[src/rtl/pwm_ctrl_pkg.sv]
// rtl/pwm_ctrl_pkg.sv - shared constants and state encoding for the PWM ramp controller
package pwm_ctrl_pkg;

    localparam int DUTY_W      = 9;
    localparam int PRESC_W     = 8;
    localparam int STEP_W      = 8;
    localparam int FRAME_CNT_W = 16;
    localparam int DUTY_MAX    = 256;

    typedef logic [1:0] state_t;

    localparam state_t ST_IDLE = 2'd0;
    localparam state_t ST_LOAD = 2'd1;
    localparam state_t ST_RAMP = 2'd2;
    localparam state_t ST_DONE = 2'd3;

    function automatic logic [DUTY_W-1:0] clamp_duty(input logic [DUTY_W-1:0] t);
        return (t > DUTY_W'(DUTY_MAX)) ? DUTY_W'(DUTY_MAX) : t;
    endfunction

endpackage

[src/rtl/pwm_frame_timer.sv]
// rtl/pwm_frame_timer.sv - counts one PWM frame (256 * (prescale + 1) clocks) and ticks on its last clock
module pwm_frame_timer
    import pwm_ctrl_pkg::*;
#(
    parameter int PRESC_W = 8
) (
    input  logic               clk,
    input  logic               reset,
    input  logic               clear,
    input  logic               enable,
    input  logic [PRESC_W-1:0] prescale,
    output logic               frame_tick
);

    logic [FRAME_CNT_W-1:0] cnt;
    logic [FRAME_CNT_W-1:0] term;

    // 256 * (P + 1) - 1 is simply P in the high byte with 0xFF below it
    assign term       = FRAME_CNT_W'({prescale, 8'hFF});
    assign frame_tick = enable && (cnt == term);

    always_ff @(posedge clk) begin
        if (!reset) begin
            cnt <= '0;
        end else if (clear) begin
            cnt <= '0;
        end else if (enable) begin
            cnt <= frame_tick ? '0 : cnt + FRAME_CNT_W'(1);
        end
    end

endmodule

[src/rtl/pwm_ramp_ctrl.sv]
// rtl/pwm_ramp_ctrl.sv - soft-start / fade sequencer stepping PWM duty once per frame toward a target
module pwm_ramp_ctrl
    import pwm_ctrl_pkg::*;
#(
    parameter int DUTY_W  = 9,
    parameter int PRESC_W = 8
) (
    input  logic               clk,
    input  logic               reset,
    input  logic               cmd_valid,
    output logic               cmd_ready,
    input  logic [DUTY_W-1:0]  cmd_target,
    input  logic [STEP_W-1:0]  cmd_step,
    input  logic [PRESC_W-1:0] cmd_prescale,
    input  logic               abort,
    output logic [PRESC_W-1:0] Final_Value,
    output logic [DUTY_W-1:0]  duty,
    output logic               busy,
    output logic               done
);

    state_t             state;
    state_t             state_nxt;
    logic [DUTY_W-1:0]  tgt_q;
    logic [STEP_W-1:0]  step_q;
    logic [PRESC_W-1:0] presc_q;
    logic               frame_tick;
    logic               accept;
    logic signed [DUTY_W:0] cur_s;
    logic signed [DUTY_W:0] stp_s;
    logic signed [DUTY_W:0] tgt_s;
    logic signed [DUTY_W:0] sum_s;
    logic [DUTY_W-1:0]  next_duty;

    assign accept = (state == ST_IDLE) && cmd_ready && cmd_valid;
    assign busy   = (state != ST_IDLE);
    assign done   = (state == ST_DONE);

    pwm_frame_timer #(
        .PRESC_W (PRESC_W)
    ) u_frame_timer (
        .clk        (clk),
        .reset      (reset),
        .clear      (state == ST_LOAD),
        .enable     (state == ST_RAMP),
        .prescale   (Final_Value),
        .frame_tick (frame_tick)
    );

    // One step toward target; the signed sum may leave 0..256, so saturate at target
    always_comb begin
        cur_s = signed'({1'b0, duty});
        tgt_s = signed'({1'b0, tgt_q});
        stp_s = signed'({{(DUTY_W + 1 - STEP_W){1'b0}}, step_q});
        if (tgt_q > duty) begin
            sum_s     = cur_s + stp_s;
            next_duty = (sum_s >= tgt_s) ? tgt_q : sum_s[DUTY_W-1:0];
        end else begin
            sum_s     = cur_s - stp_s;
            next_duty = (sum_s <= tgt_s) ? tgt_q : sum_s[DUTY_W-1:0];
        end
    end

    always_comb begin
        state_nxt = state;
        case (state)
            ST_IDLE: if (accept) state_nxt = ST_LOAD;
            ST_LOAD: begin
                if (abort)                                  state_nxt = ST_IDLE;
                else if (step_q == '0 || duty == tgt_q)     state_nxt = ST_DONE;
                else                                        state_nxt = ST_RAMP;
            end
            ST_RAMP: begin
                if (abort)                                  state_nxt = ST_IDLE;
                else if (frame_tick && next_duty == tgt_q)  state_nxt = ST_DONE;
            end
            default: state_nxt = ST_IDLE;
        endcase
    end

    always_ff @(posedge clk) begin
        if (!reset) begin
            state       <= ST_IDLE;
            cmd_ready   <= 1'b0;
            duty        <= '0;
            Final_Value <= '0;
            tgt_q       <= '0;
            step_q      <= '0;
            presc_q     <= '0;
        end else begin
            state     <= state_nxt;
            cmd_ready <= (state_nxt == ST_IDLE);
            if (accept) begin
                tgt_q   <= clamp_duty(cmd_target);
                step_q  <= cmd_step;
                presc_q <= cmd_prescale;
            end
            // abort leaves duty and Final_Value exactly where they are
            if (state == ST_LOAD && !abort) begin
                Final_Value <= presc_q;
                if (step_q == '0) duty <= tgt_q;
            end
            if (state == ST_RAMP && !abort && frame_tick) begin
                duty <= next_duty;
            end
        end
    end

endmodule

[config.mk]
export PLATFORM = sky130hd
export DESIGN_NAME = pwm_ramp_ctrl
export DESIGN_NICKNAME = d
export VERILOG_FILES = /design/src/rtl/pwm_ctrl_pkg.sv /design/src/rtl/pwm_frame_timer.sv /design/src/rtl/pwm_ramp_ctrl.sv
export SDC_FILE = /design/constraint.sdc
export NUM_CORES = 1
export LEC_CHECK = 0
export ABC_AREA = 1
export CORE_ASPECT_RATIO = 0.9
export CORE_UTILIZATION = 40
export DETAILED_ROUTE_END_ITERATION = 10
export GPL_TIMING_DRIVEN = 0
export SLEW_MARGIN = 15
export SYNTH_ARGS = -nofsm -noshare
export SYNTH_HDL_FRONTEND = slang
export SYNTH_SLANG_ARGS = --single-unit
[constraint.sdc]
create_clock -name clk -period 8.7 [get_ports clk]
set_clock_uncertainty 0.15 [all_clocks]
set_input_delay 2.175 -clock clk [delete_from_list [all_inputs] [get_ports clk]]
set_output_delay 2.175 -clock clk [all_outputs]
set_load 0.01 [all_outputs]
# Yosys cells after proc, flatten, opt, wreduce, memory -nomap -nowiden
# Index checks and enable logic that the tools add are counted.
# op_classes
addsub,3
order_cmp,4
eq_ne,6
mux,14
bitwise,1
reduce_logical,17
# ops
op,count
$mux W9,7
$eq A9 B9 Y1,2
$add A16 B1 Y16 const B,1
$eq A16 B16 Y1,1
$mux W16,1
$add A9 B8 Y10,1
$ge A10 B10 Y1,1
$le A10 B10 Y1,1
$sub A9 B8 Y10,1
$gt A9 B9 Y1,1
$gt A9 B9 Y1 const B,1
$logic_not A8 Y1,1
$mux W2,4
$logic_and A1 B1 Y1,7
$pmux W2 S3,1
$reduce_bool A2 Y1,3
$eq A2 B2 Y1 const B,2
$logic_not A2 Y1,2
$eq A2 B1 Y1 const B,1
$reduce_and A2 Y1,1
$reduce_or A2 Y1,1
$logic_not A1 Y1,1
$logic_or A1 B1 Y1,1
$mux W1,1
$not A1 Y1,1
# totals
register_bits,61
in_bits,29
output_inout_bits,20
elab_cells,53

# Logic depth before layout (Yosys ltp)
# Gate-level depths: netlist of the first run.
# depth
ltp_word,10
mapped_depth,31
ltp_nobuf,29

# Hierarchy
# Synthesis of the first run repeated with hierarchy kept, for this count alone.
# hier_totals
hier_cells,751
area_unflattened_um2,4999.8
# modules_own_cells
mod,n_inst,cells_per_inst,area_per_inst_um2,seq_area_each_um2
pwm_ramp_ctrl,1,587,3908.7,900.9
pwm_frame_timer,1,164,1091.0,320.3

# Least setup slack after synthesis of the first run
# Ideal clock, no wire load.
# synth_timing
kind,input to register
startpoint,input port abort
endpoint,register duty[3]
setup_time_ns,0.056
arrival_ns,3.365
required_time_ns,8.494
setup_slack_ns,5.128
cell_stages,8
n_path_buf,0
path_cell_list,nor2_1 -> inv_1 -> nor2_1 -> inv_1 -> nand2_1 -> o221ai_1 -> o21bai_1 -> inv_1
# synth_via
elab_chain_cells,5
elab_cells_between_ends,8
cone_classes,1 x mux; 7 x reduce/logical
# synth_lines
item,line,text
"start, declared",pwm_ramp_ctrl.sv:15,"input logic abort,"
$logic_not A1 Y1 (*),"pwm_ramp_ctrl.sv:99, pwm_ramp_ctrl.sv:103",
$logic_and A1 B1 Y1 (2 in series),pwm_ramp_ctrl.sv:103,if (state == ST_RAMP && !abort && frame_tick) begin
$reduce_bool A2 Y1 (no source line),-,
$reduce_and A2 Y1 (no source line),-,
"end signal, assigned",pwm_ramp_ctrl.sv:101,if (step_q == '0) duty <= tgt_q;
"end signal, assigned",pwm_ramp_ctrl.sv:104,duty <= next_duty;
"end, declared",pwm_ramp_ctrl.sv:17,"output logic [DUTY_W-1:0] duty,"
# Every way passes the cells marked *; elsewhere a longest branch is shown, timed or not.
# A chain may end at the register's enable or synchronous reset.

# Final worst setup path of the first run
# layout_timing
startpoint,input port abort
endpoint,register duty[4]
# Same word-level chain as after synthesis.

==> run metrics, run 1 <==
Fillers 1188; fmax 0.234 GHz; Most common cell on crit path inv_1; Seq/Total Area, Yosys 0.254; Critical Path RT 8.78 ns; Final TNS setup 0 ns; max-cap violations 0; initial antenna violation count 0; RD Place Congestion slightly above 0.9; initial core utilization 0.415; count leader, synth nand2_1; first-pass GRT wire length 22800 um; number of global-route vias before repair ~4500; final hold violations 0; io pins 49; Critical Path, Cell by Cell clkdlybuf4s50_1 -> nor2_1 -> inv_1 -> nor2_1 -> inv_1 -> nand2_1 -> o221ai_1 -> nand2_1 -> inv_1; antenna cells 0; Hold WC Path Type reg -> reg; Pwr Density 200 nW/um^2; Pins Over Slew Limit 0; CTS tree done; yosys warns 0; Routed WL 14000 um; Wirelength per Cell between 15 and 20 um; Distinct cells, synth 46; Final Cycle Share 0.492; Critical Path Slowest Stage Cell clkdlybuf4s50_1; Main synth FF type dfxtp_1; Setup Fix Bufs, Post-CTS 0; final net count 838; outcome finished, final reports clean; DRC violations left 0; H-tree levels 3; Via density approximately 5.2; leakage power 2.66 nW; Port Buffers 47; clock-pin slew of the registers on the worst-case setup and hold paths 0.05 ns; FF+latch count, synth 61; Critical Path Fanout Max 8; Post-Syn Instances 704; syn nets between 700 and 800; final critical-path required period around 4.3 ns; TritonCTS Buffers 9; Pre-antenna DRT Iters 5; Worst Hold Launch presc_q[7]; CTS sink cnt between 60 and 70; ranking of synthesized cells by area dfxtp_1 (25%), ha_1 (12%), nand2_1 (10%); Startpoint Class input pin; gr ovfl total 0; Die Ht 106 um; Worst Setup End Kind register; First DRT Iteration DRCs 316; DIE AREA 12400 sq um; Synth area leader dfxtp_1; CTS Hold Bufs 0; Syn Area/Cell 6.82 sq um; most frequent cells after synthesis nand2_1 (129), inv_1 (99), nor2_1 (72); Synth top area share 0.254; fin worst setup slack between 4 and 5 ns; CP max stage delay 0.45 ns; DR vias a little under 5000; Row Count 37; Slew headroom 0.537; Peak supply drop 0.0883 mV; synth-to-layout area growth 20.5%; die width ~120 um; pre-CTS setup slack around 4.1 ns; Core Area between 10000 and 15000 sq um; dpl hpwl about 11000 um; clock latency on the worst-skew pair 0.33 ns; count of final setup violators 0; ys async rst share 0; reg2reg start duty[0]; start point of the critical path abort; CP arrival about 4.4 ns; clk buf depth 2; layout cells sized above 1 0.0847; Total GRT Usage 0.233; RSZ-0062 raised after global routing false; Antenna Violating Nets Remaining 0; WS Path Type in -> reg; mapped cell area roughly 4800 sq um; Worst Tran Pin Value 0.686 ns; post_cts resized 0; EDFF count, synth 0; Root Buffer Master clkbuf_16; largest net degree at the start of global routing 12
==> registers in the layout, summed over array words and instances, names as in the netlist <==
name	count
cmd_ready	1
Final_Value	8
state	2
u_frame_timer.cnt	16
presc_q	8
step_q	8
tgt_q	9
duty	9
==> critical path, delay by kind of cell <==
kind	cells	cell delay (ns)
AOI/OAI and AO/OA	1	0.21
buffers and inverters	4	0.88
and+or+nand+nor	4	1.08
==> cells in the final DEF (no fill, tap or decap), types with 4 or more instances in the layout <==
| cell type | synthesis | final |
|---|---|---|
| nor4_1 | 5 | 5 |
| a211oi_1 | 9 | 9 |
| xor2_1 | 16 | 16 |
| clkbuf_16 | 0 | 9 |
| clkdlybuf4s50_1 | 0 | 47 |
| o21ai_0 | 33 | 33 |
| nand3_2 | 10 | 10 |
| dfxtp_1 | 61 | 61 |
| nand4_1 | 9 | 9 |
| nand2_2 | 11 | 11 |
| nand3b_1 | 4 | 4 |
| o221ai_1 | 5 | 5 |
| ha_1 | 45 | 45 |
| nor3_1 | 16 | 16 |
| clkbuf_1 | 9 | 10 |
| buf_6 | 9 | 9 |
| nor2_1 | 72 | 72 |
| nand2_1 | 129 | 129 |
| inv_1 | 99 | 99 |
| nor3b_1 | 7 | 7 |
| xnor2_1 | 4 | 4 |
| a21oi_1 | 48 | 48 |
| nand3_1 | 61 | 61 |
==> area by class of cell <==
class	count	area, sq um	area share
buffer	23	185	0.0320
clock buffer	10	229	0.0396
clock inverter	6	87.6	0.0151
inverter	105	397	0.0686
multi-input combinational	515	3000	0.518
sequential	61	1220	0.211
tap	156	195	0.0338
timing repair buffer	47	470	0.0814
==> kinds of logic after synthesis <==
kind of cell             share of synthesized area
AO/OA/AOI/OAI                                0.129
buffers and inverters                        0.121
adder cells (fa/ha/maj)                      0.126
XOR/XNOR                                    0.0365
AND/OR/NAND/NOR                              0.334
flip-flops                                   0.254
==> worst paths after layout <==
check / endpoint / cells after the start / slack [ns]
worst max-delay path: duty[4] / 9 / 4.42
worst min-delay path: presc_q[7] / 2 / 0.33
worst min register to register: presc_q[7] / 2 / 0.33
worst max register to register: state[0] / 27 / 4.49
==> metal layers <==
metal  track usage  wire, um  up-vias
li1              -         -     2434
met5             0         0        -
met4        0.0623       180        0
met3        0.0461       829       14
met2         0.352      5840      154
met1         0.334      7130     2227
==> metrics by stage <==
| stage | total power, mW | instances | util | hold WS [ns] | area (sq um) |
|---|---|---|---|---|---|
| detailed placement | 0.776 | 907 | 0.472 | 0.321 | 5470 |
| CTS | 1.16 | 923 | 0.500 | 0.334 | 5780 |
| global route | 1.24 | 923 | 0.500 | 0.357 | 5780 |
| finish | 1.16 | 923 | 0.500 | 0.327 | 5780 |
| floorplan | 0.659 | 704 | - | 0.300 | 4800 |
| global placement | 0.769 | 907 | 0.472 | 0.319 | 5470 |
==> power by group <==
part	switching, mW	total [mW]	internal (mW)	leakage, nW
combinational	0.290	0.466	0.176	2.01
sequential	0.0156	0.310	0.294	0.496
clock	0.129	0.379	0.250	0.156
Note: power is estimated with default switching activity, not from simulation.
==> run 2: changes to the inputs <==
==> constraint.sdc (replaced) <==
create_clock -name clk -period 4.1 [get_ports clk]
set_clock_uncertainty 0.15 [all_clocks]
set_input_delay 1.025 -clock clk [delete_from_list [all_inputs] [get_ports clk]]
set_output_delay 1.025 -clock clk [all_outputs]
set_load 0.01 [all_outputs]
==> run 2 against run 1 <==
  * Combinational power up 120%
  * Count of clock-buffer cells in the layout unchanged
  * Via count up 0.29%
  * Sequential cell count unchanged
  * Total power is 110% higher
  * First-iteration DRC count shrank 7.9%
  * Highest routed layer unchanged
  * Clock power rose by 110%
  * Cell area rose by 1.5%
  * Utilization rose by 0.76 points
  * Worst hold slack about the same
==> run metrics, run 2 (same netlist as run 1, synthesis figures left out) <==
clk buf depth 2 (unchanged); pre-CTS setup slack 0.0209 ns (-4.10 ns); Slew headroom 0.585 (+0.0479); Root Buffer Master clkbuf_16; Pre-antenna DRT Iters 4 (-1); number of global-route vias before repair 4531 (+0.11%); Wirelength per Cell 15.3 um (+0.87%); Routed WL 14100 um (+0.87%); Worst Hold Launch presc_q[7]; TritonCTS Buffers 9 (unchanged); Die Ht 106 um (unchanged); DR vias 4843 (+0.29%); initial antenna violation count 0 (unchanged); final hold violations 0 (unchanged); Core Area 11600 sq um (unchanged); antenna cells 0 (unchanged); Biggest register u_frame_timer.cnt; Hold WC Path Type reg -> reg; max reg flops 16 (unchanged); CTS Hold Bufs 0 (unchanged); top flop regs u_frame_timer.cnt (16), duty (9), tgt_q (9); CP arrival 3.94 ns (-0.42 ns); initial core utilization 0.415 (unchanged); outcome finished, final reports clean; synth-to-layout area growth 22.3%; Row Count 37 (unchanged); metal2 WL 5980 um (+2.5%); CTS sink cnt 61 (unchanged); start point of the critical path duty[0]; gr ovfl total 0 (unchanged); RD Place Congestion 0.931 (unchanged); leakage power 2.68 nW (+0.87%); Top Layer Used met4; CTS tree done; H-tree levels 3 (unchanged); clock-pin slew of the registers on the worst-case setup and hold paths 0.05 ns (about the same); fin worst setup slack 0.273 ns (-4.15 ns); first-pass GRT wire length 22800 um (about the same); CP max stage delay 0.40 ns (-0.05 ns); dpl hpwl 11400 um (unchanged); Most common cell on crit path nand2_1; DRT met1 WL 7280 um (+2.1%); WS Path Type reg -> reg; commonest non-fill, non-tap cell in the layout nand2_1; Bufs and invs on worst path 4 (unchanged); layout cells sized above 1 0.111 (+0.0261); Fillers 1184 (-0.34%); Final TNS setup 0 ns (unchanged); Via density 5.25 (+0.29%); most frequent cells in the layout nand2_1 (128), inv_1 (97), nor2_1 (70), nand3_1 (60), dfxtp_1 (56); Final Cycle Share 0.933; DIE AREA 12400 sq um (unchanged); Pwr Density 422 nW/um^2 (+110%); Worst Tran Pin Value 0.620 ns (-0.0654 ns); clock latency on the worst-skew pair 0.33 ns (about the same); Total GRT Usage 0.233 (about the same); reg2reg start duty[0]; Critical Path Fanout Max 10 (+2); io pins 49 (unchanged); largest net degree at the start of global routing 12 (unchanged); final net count 838 (unchanged); count of final setup violators 0 (unchanged); met3 WL post-DR 703 um (-15%); fmax 0.261 GHz; final critical-path required period 3.83 ns; max-cap violations 0 (unchanged); First DRT Iteration DRCs 291 (-7.9%); Critical Path Slowest Stage Cell dfxtp_2; Pins Over Slew Limit 0 (unchanged); DRC violations left 0 (unchanged); Worst path top cell family by delay simple AND/OR/NAND/NOR gates; Critical Path RT 4.21 ns (-4.57 ns); Antenna Violating Nets Remaining 0 (unchanged); Port Buffers 47 (unchanged); Worst Setup End Kind register; die width 117 um (unchanged); Startpoint Class register; Peak supply drop 0.187 mV (+110%)
run 2: what timing repair did:
action | CTS | global route
pin swaps | 0 | 4
setup endpoints to repair | 1 | 7
buffers inserted | 0 | 0
gates resized for setup | 2 | 24
run 2: report_power, final:
group | leakage, nW | switching, mW | internal, mW
clock | 0.156 | 0.275 | 0.532
sequential | 0.499 | 0.0338 | 0.625
combinational | 2.03 | 0.630 | 0.384
total | 2.68 | 0.938 | 1.54
run 2: through the flow:
stage | hold WS [ns] | total power [mW] | utilization | area (sq um) | instances
final | 0.327 | 2.48 | 0.507 | 5870 | 923
after global routing | 0.357 | 2.65 | 0.507 | 5870 | 923
after CTS | 0.334 | 2.46 | 0.501 | 5800 | 923
after detailed placement | 0.321 | 1.65 | 0.472 | 5470 | 907
after global placement | 0.319 | 1.63 | 0.472 | 5470 | 907
after floorplan | 0.300 | 1.40 | - | 4800 | 704
run 2: cell type report:
type                    instances  area [sq um]  share of cell area
clock buffers                  10           229              0.0390
well taps                     156           195              0.0333
clock inverters                 6          87.6              0.0149
inverters                     105           397              0.0676
repair buffers                 47           470              0.0802
flip-flops and latches         61          1230               0.209
plain buffers                  23           188              0.0320
multi-input cells             515          3080               0.524
run 2: routing by layer:
layer,up-vias,global-route usage
met5,-,0
met4,0,0.0623
met3,11,0.0461
met2,155,0.353
met1,2245,0.334
li1,2432,-
run 2: final timing paths:
path / to / slack, ns / cells past startpoint
hold / removal: presc_q[7] / 0.33 / 2
hold reg to reg: presc_q[7] / 0.33 / 2
setup / recovery: state[0] / 0.27 / 29
setup reg to reg: state[0] / 0.27 / 29
run 2: worst reg2reg max path: cells and delay by family, from the launching register on:
| family | cells | cell delay [ns] |
|---|---|---|
| and+or+nand+nor | 21 | 1.63 |
| adders and majority gates | 3 | 0.89 |
| buffers and inverters | 4 | 0.44 |
| DFF | 1 | 0.40 |
| xor gates and xnor gates | 1 | 0.25 |
==> run 3: changes to the inputs <==
--- a/config.mk
+++ b/config.mk
@@ -10,7 +10,7 @@
 export CORE_UTILIZATION = 40
 export DETAILED_ROUTE_END_ITERATION = 10
 export GPL_TIMING_DRIVEN = 0
-export SLEW_MARGIN = 15
+export SLEW_MARGIN = 20
 export SYNTH_ARGS = -nofsm -noshare
 export SYNTH_HDL_FRONTEND = slang
 export SYNTH_SLANG_ARGS = --single-unit
==> results of run 3 <==
The final DEF is identical to that of run 2; final timing and power are the same.
